## config.mk

```make
export PLATFORM = sky130hd
export DESIGN_NAME = display_scan_flat
export DESIGN_NICKNAME = d
export VERILOG_FILES = /design/src/rtl/clock_pkg.sv /design/src/rtl/display_scan_if.sv /design/src/rtl/dec7seg.sv /design/src/rtl/display_scan.sv /design/src/flat_wrapper.sv
export SDC_FILE = /design/constraint.sdc
export NUM_CORES = 1
export LEC_CHECK = 0
export ABC_AREA = 1
export ABC_CLOCK_PERIOD_IN_PS = 6050
export BUFFER_PORTS_ARGS = -buffer_cell sky130_fd_sc_hd__buf_2
export CAP_MARGIN = 40
export CORE_MARGIN = 8
export CORE_UTILIZATION = 36
export CTS_BUF_LIST = sky130_fd_sc_hd__clkbuf_2
export CTS_CLUSTER_SIZE = 25
export DETAILED_ROUTE_END_ITERATION = 10
export GPL_TIMING_DRIVEN = 0
export RECOVER_POWER = 25
export SYNTH_ARGS = -nofsm -noshare
export SYNTH_HDL_FRONTEND = slang
export SYNTH_SLANG_ARGS = --single-unit
```

## constraint.sdc

```tcl
create_clock -name clock -period 6.05 [get_ports clock]
set_clock_uncertainty 0.1 [all_clocks]
set_input_delay 0.605 -clock clock [delete_from_list [all_inputs] [get_ports clock]]
set_output_delay 0.605 -clock clock [all_outputs]
set_load 0.02 [all_outputs]
```

## src/rtl/clock_pkg.sv

```systemverilog
// Shared constants for the clock display path: field encoding, error nibble,
// digit count and the digit-slot to field mapping.
package clock_pkg;

   typedef enum logic [1:0] {
      FIELD_NONE = 2'd0,
      FIELD_H    = 2'd1,
      FIELD_M    = 2'd2,
      FIELD_S    = 2'd3
   } field_e;

   localparam logic [3:0] ERR_NIBBLE = 4'hE;
   localparam int         NUM_DIGITS = 6;

   // Slots 0/1 are hours, 2/3 minutes, 4/5 seconds.
   function automatic field_e field_of_digit(input logic [2:0] idx);
      case (idx)
         3'd0, 3'd1: return FIELD_H;
         3'd2, 3'd3: return FIELD_M;
         default:    return FIELD_S;
      endcase
   endfunction

endpackage

```

## src/rtl/display_scan_if.sv

```systemverilog
// Time inputs and multiplexed 7-segment outputs of the display scanner.
// Handshake-free: inputs are levels sampled at slot ticks, outputs are registered levels.
interface display_scan_if;

   logic [4:0] countH;
   logic [5:0] countM;
   logic [6:0] countS;
   logic [1:0] blinkSel;
   logic [6:0] seg;
   logic [5:0] an;
   logic       dp;

   modport master (
      output countH, countM, countS, blinkSel,
      input  seg, an, dp
   );

   modport slave (
      input  countH, countM, countS, blinkSel,
      output seg, an, dp
   );

endinterface

```

## src/rtl/dec7seg.sv

```systemverilog
// Hex nibble to active-high 7-segment pattern, bit order {a,b,c,d,e,f,g}.
module dec7seg (
   input  logic [3:0] nibble,
   output logic [6:0] seg
);

   always_comb begin
      seg = 7'b0000000;
      case (nibble)
         4'h0: seg = 7'b1111110;
         4'h1: seg = 7'b0110000;
         4'h2: seg = 7'b1101101;
         4'h3: seg = 7'b1111001;
         4'h4: seg = 7'b0110011;
         4'h5: seg = 7'b1011011;
         4'h6: seg = 7'b1011111;
         4'h7: seg = 7'b1110000;
         4'h8: seg = 7'b1111111;
         4'h9: seg = 7'b1111011;
         4'hA: seg = 7'b1110111;
         4'hB: seg = 7'b0011111;
         4'hC: seg = 7'b1001110;
         4'hD: seg = 7'b0111101;
         4'hE: seg = 7'b1001111;
         default: seg = 7'b1000111;
      endcase
   end

endmodule

```

## src/rtl/display_scan.sv

```systemverilog
// Six-digit HH:MM:SS multiplexed display scanner with frame-consistent
// snapshots, out-of-range error digits and per-field blinking.
module display_scan
   import clock_pkg::*;
#(
   parameter int SCAN_DIV     = 50000,
   parameter int BLINK_FRAMES = 64
) (
   input logic           clock,
   input logic           reset,
   display_scan_if.slave bus
);

   localparam int CW = $clog2(SCAN_DIV);
   localparam int FW = (BLINK_FRAMES > 1) ? $clog2(BLINK_FRAMES) : 1;
   localparam logic [CW-1:0] CNT_LAST   = CW'(SCAN_DIV - 1);
   localparam logic [FW-1:0] FRAME_LAST = FW'(BLINK_FRAMES - 1);
   localparam logic [2:0]    IDX_LAST   = 3'(NUM_DIGITS - 1);

   logic [CW-1:0] cnt_q, cnt_d;
   logic [2:0]    idx_q, idx_d;
   logic [FW-1:0] frame_q, frame_d;
   logic          phase_q, phase_d;
   logic [4:0]    snap_h_q, snap_h_d;
   logic [5:0]    snap_m_q, snap_m_d;
   logic [6:0]    snap_s_q, snap_s_d;
   logic [5:0]    an_q, an_d;
   logic [3:0]    nib_q, nib_d;
   logic          dp_q, dp_d;

   logic       tick;
   logic       wrap;
   field_e     fld;
   logic [6:0] val;
   logic [6:0] lim;
   logic [3:0] tens;
   logic [3:0] ones;
   logic       blank;

   always_comb begin
      tick     = (cnt_q == CNT_LAST);
      wrap     = tick && (idx_q == IDX_LAST);
      cnt_d    = tick ? '0 : cnt_q + CW'(1);
      idx_d    = idx_q;
      frame_d  = frame_q;
      phase_d  = phase_q;
      snap_h_d = snap_h_q;
      snap_m_d = snap_m_q;
      snap_s_d = snap_s_q;
      an_d     = an_q;
      nib_d    = nib_q;
      dp_d     = dp_q;

      if (tick) begin
         idx_d = wrap ? 3'd0 : idx_q + 3'd1;
      end

      // The wrap tick both captures the new frame and displays its first digit,
      // so downstream decode reads the *_d snapshot values.
      if (wrap) begin
         snap_h_d = bus.countH;
         snap_m_d = bus.countM;
         snap_s_d = bus.countS;
         if (frame_q == FRAME_LAST) begin
            frame_d = '0;
            phase_d = ~phase_q;
         end else begin
            frame_d = frame_q + FW'(1);
         end
      end

      fld = field_of_digit(idx_d);
      val = '0;
      lim = '0;
      case (fld)
         FIELD_H: begin
            val = {2'b00, snap_h_d};
            lim = 7'd23;
         end
         FIELD_M: begin
            val = {1'b0, snap_m_d};
            lim = 7'd59;
         end
         default: begin
            val = snap_s_d;
            lim = 7'd59;
         end
      endcase
      tens  = 4'(val / 7'd10);
      ones  = 4'(val % 7'd10);
      blank = phase_d && (field_e'(bus.blinkSel) == fld);

      if (tick) begin
         an_d  = blank ? 6'b000000 : (6'b000001 << idx_d);
         nib_d = (val > lim) ? ERR_NIBBLE : (idx_d[0] ? ones : tens);
         dp_d  = (idx_d == 3'd1) || (idx_d == 3'd3);
      end
   end

   always_ff @(posedge clock) begin
      if (reset) begin
         cnt_q    <= '0;
         idx_q    <= '0;
         frame_q  <= '0;
         phase_q  <= 1'b0;
         snap_h_q <= '0;
         snap_m_q <= '0;
         snap_s_q <= '0;
         an_q     <= 6'b000001;
         nib_q    <= '0;
         dp_q     <= 1'b0;
      end else begin
         cnt_q    <= cnt_d;
         idx_q    <= idx_d;
         frame_q  <= frame_d;
         phase_q  <= phase_d;
         snap_h_q <= snap_h_d;
         snap_m_q <= snap_m_d;
         snap_s_q <= snap_s_d;
         an_q     <= an_d;
         nib_q    <= nib_d;
         dp_q     <= dp_d;
      end
   end

   dec7seg u_dec7seg (
      .nibble (nib_q),
      .seg    (bus.seg)
   );

   assign bus.an = an_q;
   assign bus.dp = dp_q;

endmodule

```

## src/flat_wrapper.sv

```systemverilog
// flat-port wrapper written by rule: the top's interface ports become plain ports
module display_scan_flat import clock_pkg::*;
#(
   parameter int SCAN_DIV     = 50000,
   parameter int BLINK_FRAMES = 64
)
  (clock, reset, bus_countH, bus_countM, bus_countS, bus_blinkSel, bus_seg, bus_an, bus_dp);
  display_scan_if bus_i ();
  input logic clock;
  input logic reset;
  input wire logic [$bits(bus_i.countH)-1:0] bus_countH;
  input wire logic [$bits(bus_i.countM)-1:0] bus_countM;
  input wire logic [$bits(bus_i.countS)-1:0] bus_countS;
  input wire logic [$bits(bus_i.blinkSel)-1:0] bus_blinkSel;
  output wire logic [$bits(bus_i.seg)-1:0] bus_seg;
  output wire logic [$bits(bus_i.an)-1:0] bus_an;
  output wire logic [$bits(bus_i.dp)-1:0] bus_dp;
  assign bus_i.countH = bus_countH;
  assign bus_i.countM = bus_countM;
  assign bus_i.countS = bus_countS;
  assign bus_i.blinkSel = bus_blinkSel;
  assign bus_seg = bus_i.seg;
  assign bus_an = bus_i.an;
  assign bus_dp = bus_i.dp;
  display_scan #(.SCAN_DIV(SCAN_DIV), .BLINK_FRAMES(BLINK_FRAMES)) u_core (.clock(clock), .reset(reset), .bus(bus_i));
endmodule
```

* Yosys cells after proc, flatten, opt, wreduce, memory -nomap -nowiden *
Memories as Yosys holds them, arrays and structs flattened. A register that Yosys moved wholly into a read port is not among the register bits.
Cells that the tools add are included.

cells by class
  add/subtract/negate cells = 3
  div/mod/pow operators = 2
  $lt $le $gt $ge = 1
  equality and inequality tests = 9
  shift-type cells = 1
  multiplexer cells = 16
  bitwise gates (word level) = 1
  reductions and logical operators = 7

operators with widths
  cell                   count
  $mux 6                 4
  $add 16x1->16 const B  1
  $eq 16x16->1 const B   1
  $mux 4                 4
  $pmux 7 s2             1
  $div 7x4->7 const B    1
  $gt 7x6->1             1
  $mod 7x4->7 const B    1
  $mux 7                 1
  $add 6x1->6 const B    1
  $eq 3x2->1 const B     2
  $eq 6x6->1 const B     1
  $mux 3                 2
  $reduce_or 2->1        3
  $shl 1x3->6 const A    1
  $mux 5                 1
  $pmux 2 s2             1
  $add 3x1->3 const B    1
  $eq 3x1->1 const B     1
  $eq 3x3->1 const B     1
  $logic_not 3->1        1
  $eq 2x1->1 const B     1
  $eq 2x2->1             1
  $eq 2x2->1 const B     1
  4 further kinds        6

word-level totals
  flip-flop bits (word level) = 55
  ROM bits = 112
  input bits = 22
  output and inout bits = 14
  logic and storage cells = 51
  memories kept = 1

memory list
  memory            words  width  read ports  clocked after memory_dff  write ports  RTL line      RTL
  (name not given)  16     7      1           1                         0            dec7seg.sv:9  case (nibble)

* Longest topological paths before layout *
  word-level depth = 14
  mapped depth = 52
  mapped depth without buffers = 52

* By module *
From an unflattened synthesis, not the netlist that was laid out.

second synthesis, totals
  cell total of the unflattened synthesis = 502
  area, all modules = 3482.1 sq um

by module, submodules not included
  module        instances  cells an instance  area each (sq um)  sequential area each (sq um)
  display_scan  1          450                3211.8             1101.1
  dec7seg       1          52                 270.3              0.0

* Worst setup path before layout *
No wires, ideal clock.

  path kind = register to register
  start = reg u_core.cnt_q[0]
  end = reg u_core.u_dec7seg.seg[3] (netlist name)
  library setup time = 58 ps
  arrival = 5710 ps
  required time = 5892 ps
  setup slack = 182 ps
  stages on the path, launching flop included = 47
  path buffers = 0
  period minus slack after synthesis = 5868 ps
  path through = dfxtp_1 -> ha_1 -> nand3_4 -> nor4_1 -> o21ai_1 -> nor2_1 -> inv_1 -> ha_1 -> inv_1 -> nand2_1 -> inv_1 -> nand3_1 -> nand2_1 -> inv_1 -> ha_1 -> inv_1 -> nand3_2 -> nand2_1 -> (+11 left out) -> inv_2 -> nand2_2 -> nand2_2 -> ha_1 -> nand3b_2 -> nand2_2 -> inv_2 -> nand3_1 -> nand2_1 -> inv_1 -> nand2_1 -> a21oi_2 -> inv_1 -> ha_1 -> nand3b_1 -> nand2_1 -> nand2_1 -> nand2_1

on the way
  longest elaborated chain between the ends = 14
  elaborated cells on any way between the ends = 25
  classes of those cells = div: 2; order compare: 1; eq/ne: 6; mux: 12; reduce/logical: 4

ends and longest elaborated chain
  element                                     RTL line                                RTL
  start, declared                             display_scan.sv:20                      logic [CW-1:0] cnt_q, cnt_d;
  start signal, assigned                      display_scan.sv:113                     cnt_q <= cnt_d;
  $eq 16x16->1 (*)                            display_scan.sv:41                      tick = (cnt_q == CNT_LAST);
  $logic_and 1x1->1                           display_scan.sv:42                      wrap = tick && (idx_q == IDX_LAST);
  $mux 3                                      display_scan.sv:55                      idx_d = wrap ? 3'd0 : idx_q + 3'd1;
  $mux 3                                      display_scan.sv:54                      if (tick) begin
  $eq 3x2->1 (tied with other cells)          clock_pkg.sv:17                         case (idx)
  $reduce_or 2->1                             clock_pkg.sv:17
  $pmux 2 s2                                  clock_pkg.sv:17
  $eq 2x2->1 or $eq 2x1->1 (tied branches)    display_scan.sv:75                      case (fld)
  $pmux 7 s2                                  display_scan.sv:75
  $div 7x4->7 or $mod 7x4->7 (tied branches)  display_scan.sv:89, display_scan.sv:90
  $mux 4 (2 in a row)                         display_scan.sv:95                      nib_d = (val > lim) ? ERR_NIBBLE : (idx_d[0] ? ones : tens);
  $mux 4 (no source line) (*) (2 in a row)    n/a

Every way passes the cells marked *; elsewhere a longest branch is shown, timed or not.
A chain may end at the register's enable or synchronous reset.

* Worst setup path after layout *
  start = reg u_core.cnt_q[1]
  end = reg u_core.u_dec7seg.seg[3] (netlist name)

on the way
  longest elaborated chain between the ends = 14
  elaborated cells on any way between the ends = 25
  classes of those cells = div: 2; order compare: 1; eq/ne: 6; mux: 12; reduce/logical: 4

ends and longest elaborated chain
  element                                     RTL line
  $eq 16x16->1 (*)                            display_scan.sv:41
  $logic_and 1x1->1                           display_scan.sv:42
  $mux 3                                      display_scan.sv:55
  $mux 3                                      display_scan.sv:54
  $eq 3x2->1 (tied with other cells)          clock_pkg.sv:17
  $reduce_or 2->1                             clock_pkg.sv:17
  $pmux 2 s2                                  clock_pkg.sv:17
  $eq 2x2->1 or $eq 2x1->1 (tied branches)    display_scan.sv:75
  $pmux 7 s2                                  display_scan.sv:75
  $div 7x4->7 or $mod 7x4->7 (tied branches)  display_scan.sv:89, display_scan.sv:90
  $mux 4 (2 in a row)                         display_scan.sv:95
  $mux 4 (no source line) (*) (2 in a row)    n/a

Marks and branches as above.

==> run_results.csv <==
group,metric,value,unit
outcome,status,"finished clean",
placed_design,place_inst,701,
clock_tree,numCtsBuffers,9,
grt,grt_use_total,0.128,
sta,period_minus_slack,5.71,ns
floorplanning,dieHeight,117,um
sta,maxSlewHeadroom,0.579,
synth,synth_edf_count,0,
clock_tree,clk_pin_slew,0.22,ns
clock_tree,root_buffer,"clkbuf_2",
cells_and_area,diodes,0,
synth,ys_seq_area_frac,0.336,
critical_path,critPathMostFrequentCell,"nand2_2",
synth,synth-seq-cells,62,
sta,final.period_utilization,0.945,
detailed_routing,drt_iter0_markers,197,
flow_run,cap_violations,0,
grt,grt_pass1_vias,3237,
sta,setup_violations,0,
critical_path,r2r-start,"u_core.cnt_q[1]",
min_path,whs_path_depth,3,
detailed_routing,dr.pass1.iters,4,
placed_design,io_buffer_count,35,
grt,grt_max_degree,13,
detailed_routing,ant_nets,0,
synth,synthCells,530,
critical_path,criticalPathCategory,"reg2reg",
floorplanning,dieArea,13800,um^2
floorplanning,die_x,117,um
synth,netlist_top_cells_area,"dfxtp_1, nand2_1, inv_1, ha_1, nor2_1",
critical_path,path_buf_inv,11,
detailed_routing,drc,0,
clock_tree,cts_max_path_buffers,2,
synth,synth.avg_cell_area,6.97,um^2
floorplanning,row_count,37,
synth,synth_top_area_frac,0.336,
grt,grt_pass1_wl,14800,um
cells_and_area,fin_nets,642,
cells_and_area,drive_above_1_share,0.266,
min_path,hp-start,"bus_countM[2]",
detailed_routing,routed_via_density,4.74,
sta,fmax,175,MHz
floorplanning,start_util,0.364,
grt,antenna_found_initial,0,
critical_path,r2r_cells,47,
critical_path,path_depth,47,
synth,yosysTopAreaCell,"dfxtp_1",
detailed_routing,wl_per_cell,12.2,um
sta,worstMarginPinSlew,0.627,ns
synth,ys_warn_count,0,
clock_tree,tritoncts,"done",
grt,grt.overflow.total,0,
synth,syn_nets,572,
detailed_routing,via_count,3515,
critical_path,crit_required,6.41,ns
synth,synthTopCellsByCount,"nand2_1, inv_1, nor2_1, dfxtp_1, nand3_1",
clock_tree,cts_hold_buf,0,
synth,synthArstFlopShare,0,
critical_path,crit_path_start,"u_core.cnt_q[1]",
power,peakVddDrop,103,uV
critical_path,slowest_stage,"dfxtp_2",
clock_tree,htree_levels,3,
clock_tree,clock_latency,0.53,ns
sta,hold_viol,0,
synth,ys_types,41,
placed_design,dpl.hpwl,6560,um
placed_design,gp_congestion,0.852,
critical_path,arrival,6.07,ns
min_path,min_path_type,"in2reg",
floorplanning,ios,36,
critical_path,rrSetupSlack,0.34,ns
cells_and_area,stdcell_count,741,
floorplanning,coreArea,10100,um^2
cells_and_area,synthToLayoutAreaGrowth,24.4,%
critical_path,crit_family,"simple AND/OR/NAND/NOR gates",
critical_path,crit_fanout,6,
sta,setup_tns,0,ns
power,power.density,181,nW/um^2
sta,drv_slew,0,
synth,ys.flop_type,"dfxtp_1",
critical_path,critPathCaptureType,"flip-flop",
synth,synth.most_common_cell,"nand2_1",
detailed_routing,drt_wl_total,9010,um
clock_tree,cts.sinks,62,
power,leakage,0.00215,uW
synth,syn_area,3690,um^2
critical_path,slowest_delay,0.41,ns
critical_path,cp-start-kind,"flip-flop",
[cell families (layout without fill, tap and decap cells)]
group / count (synthesis) / in the layout / synth area share
xor+xnor: 8 / 8 / 0.0190
flops: 62 / 62 / 0.336
buf+inv: 92 / 167 / 0.0979
fa+ha+maj: 20 / 20 / 0.0677
mux: 3 / 3 / 0.00813
compound gates: 65 / 65 / 0.106
simple gates: 280 / 280 / 0.365
[sequential cells by signal, indices dropped and copies added, names as in the netlist]
signal,cells
u_core.bus.an,6
u_core.bus.dp,1
u_core.cnt_q,16
u_core.frame_q,6
u_core.idx_q,3
u_core.nib_q,4
u_core.phase_q,1
u_core.snap_h_q,5
u_core.snap_m_q,6
u_core.snap_s_q,7
u_core.u_dec7seg.seg,7
[worst register-to-register path, delay by kind of cell, from the launching register on]
kind | cells | cell delay, ns
simple gates | 27 | 2.74
fa+ha+maj | 6 | 1.24
buf+inv | 11 | 0.85
flops | 1 | 0.41
compound gates | 3 | 0.32
[per-stage QoR]
| step | power [uW] | utilization | hold slack (ns) | instance area [um^2] | worst slack, ns |
|---|---|---|---|---|---|
| after floorplan | 430 | - | 0.330 | 3690 | 0.182 |
| after global placement | 441 | 0.398 | 0.335 | 4040 | -0.826 |
| after detailed placement | 442 | 0.398 | 0.356 | 4040 | -0.944 |
| after CTS | 840 | 0.433 | 0.203 | 4390 | -0.00692 |
| after global routing | 860 | 0.453 | 0.212 | 4600 | -0.0539 |
| final | 831 | 0.453 | 0.226 | 4600 | 0.335 |
[cells in the final DEF, fill, tap and decap left out, types with 7 or more instances in the layout]
cell type and count:
nand3_1 26, buf_4 23, nand4_1 12, a21oi_1 19, nor2_1 60, nor3_1 12
or2_2 11, buf_2 28, nand2_2 14, dfxtp_1 51, dfxtp_2 11, o21ai_0 24
nand3_2 10, clkbuf_2 9, nand2_1 104, ha_1 15, inv_2 9, nor2_4 7
clkbuf_1 16, inv_1 70
[path summary, 6_finish.rpt]
check                             to
max          u_core.u_dec7seg.seg[3]
min               u_core.snap_m_q[2]
max reg2reg  u_core.u_dec7seg.seg[3]
min reg2reg            u_core.bus.dp
[area by class of cell]
| type | instances | area [um^2] |
|---|---|---|
| Buffer | 8 | 31.3 |
| Clock buffer | 9 | 45.0 |
| Clock inverter | 7 | 145 |
| Fill cell | 1044 | 5540 |
| Inverter | 84 | 324 |
| Multi-Input combinational cell | 376 | 2280 |
| Sequential cell | 62 | 1250 |
| Tap cell | 136 | 170 |
| Timing Repair Buffer | 59 | 342 |
[per-layer routing]
metal / vias to the layer above / part of all wire / GRT usage
met5: - / 0 / 0
met4: 0 / 0.019 / 0.0584
li1: 1855 / - / -
met1: 1591 / 0.47 / 0.162
met3: 14 / 0.040 / 0.0273
met2: 55 / 0.47 / 0.203
[power breakdown]
part	switching, uW	total, uW	internal [uW]	leakage, uW
combinational	12.9	22.6	9.72	0.00155
clock	174	395	222	0.000103
sequential	2.05	413	411	0.000505
total	189	831	642	0.00215
[what timing repair did]
item / 4_1_cts / 5_1_grt
gates resized for setup: 39 / 26
pin swaps: 7 / 15
buffers inserted: 6 / 18
endpoints found under the setup margin: 11 / 8
Note: power is estimated with default switching activity, not from simulation.
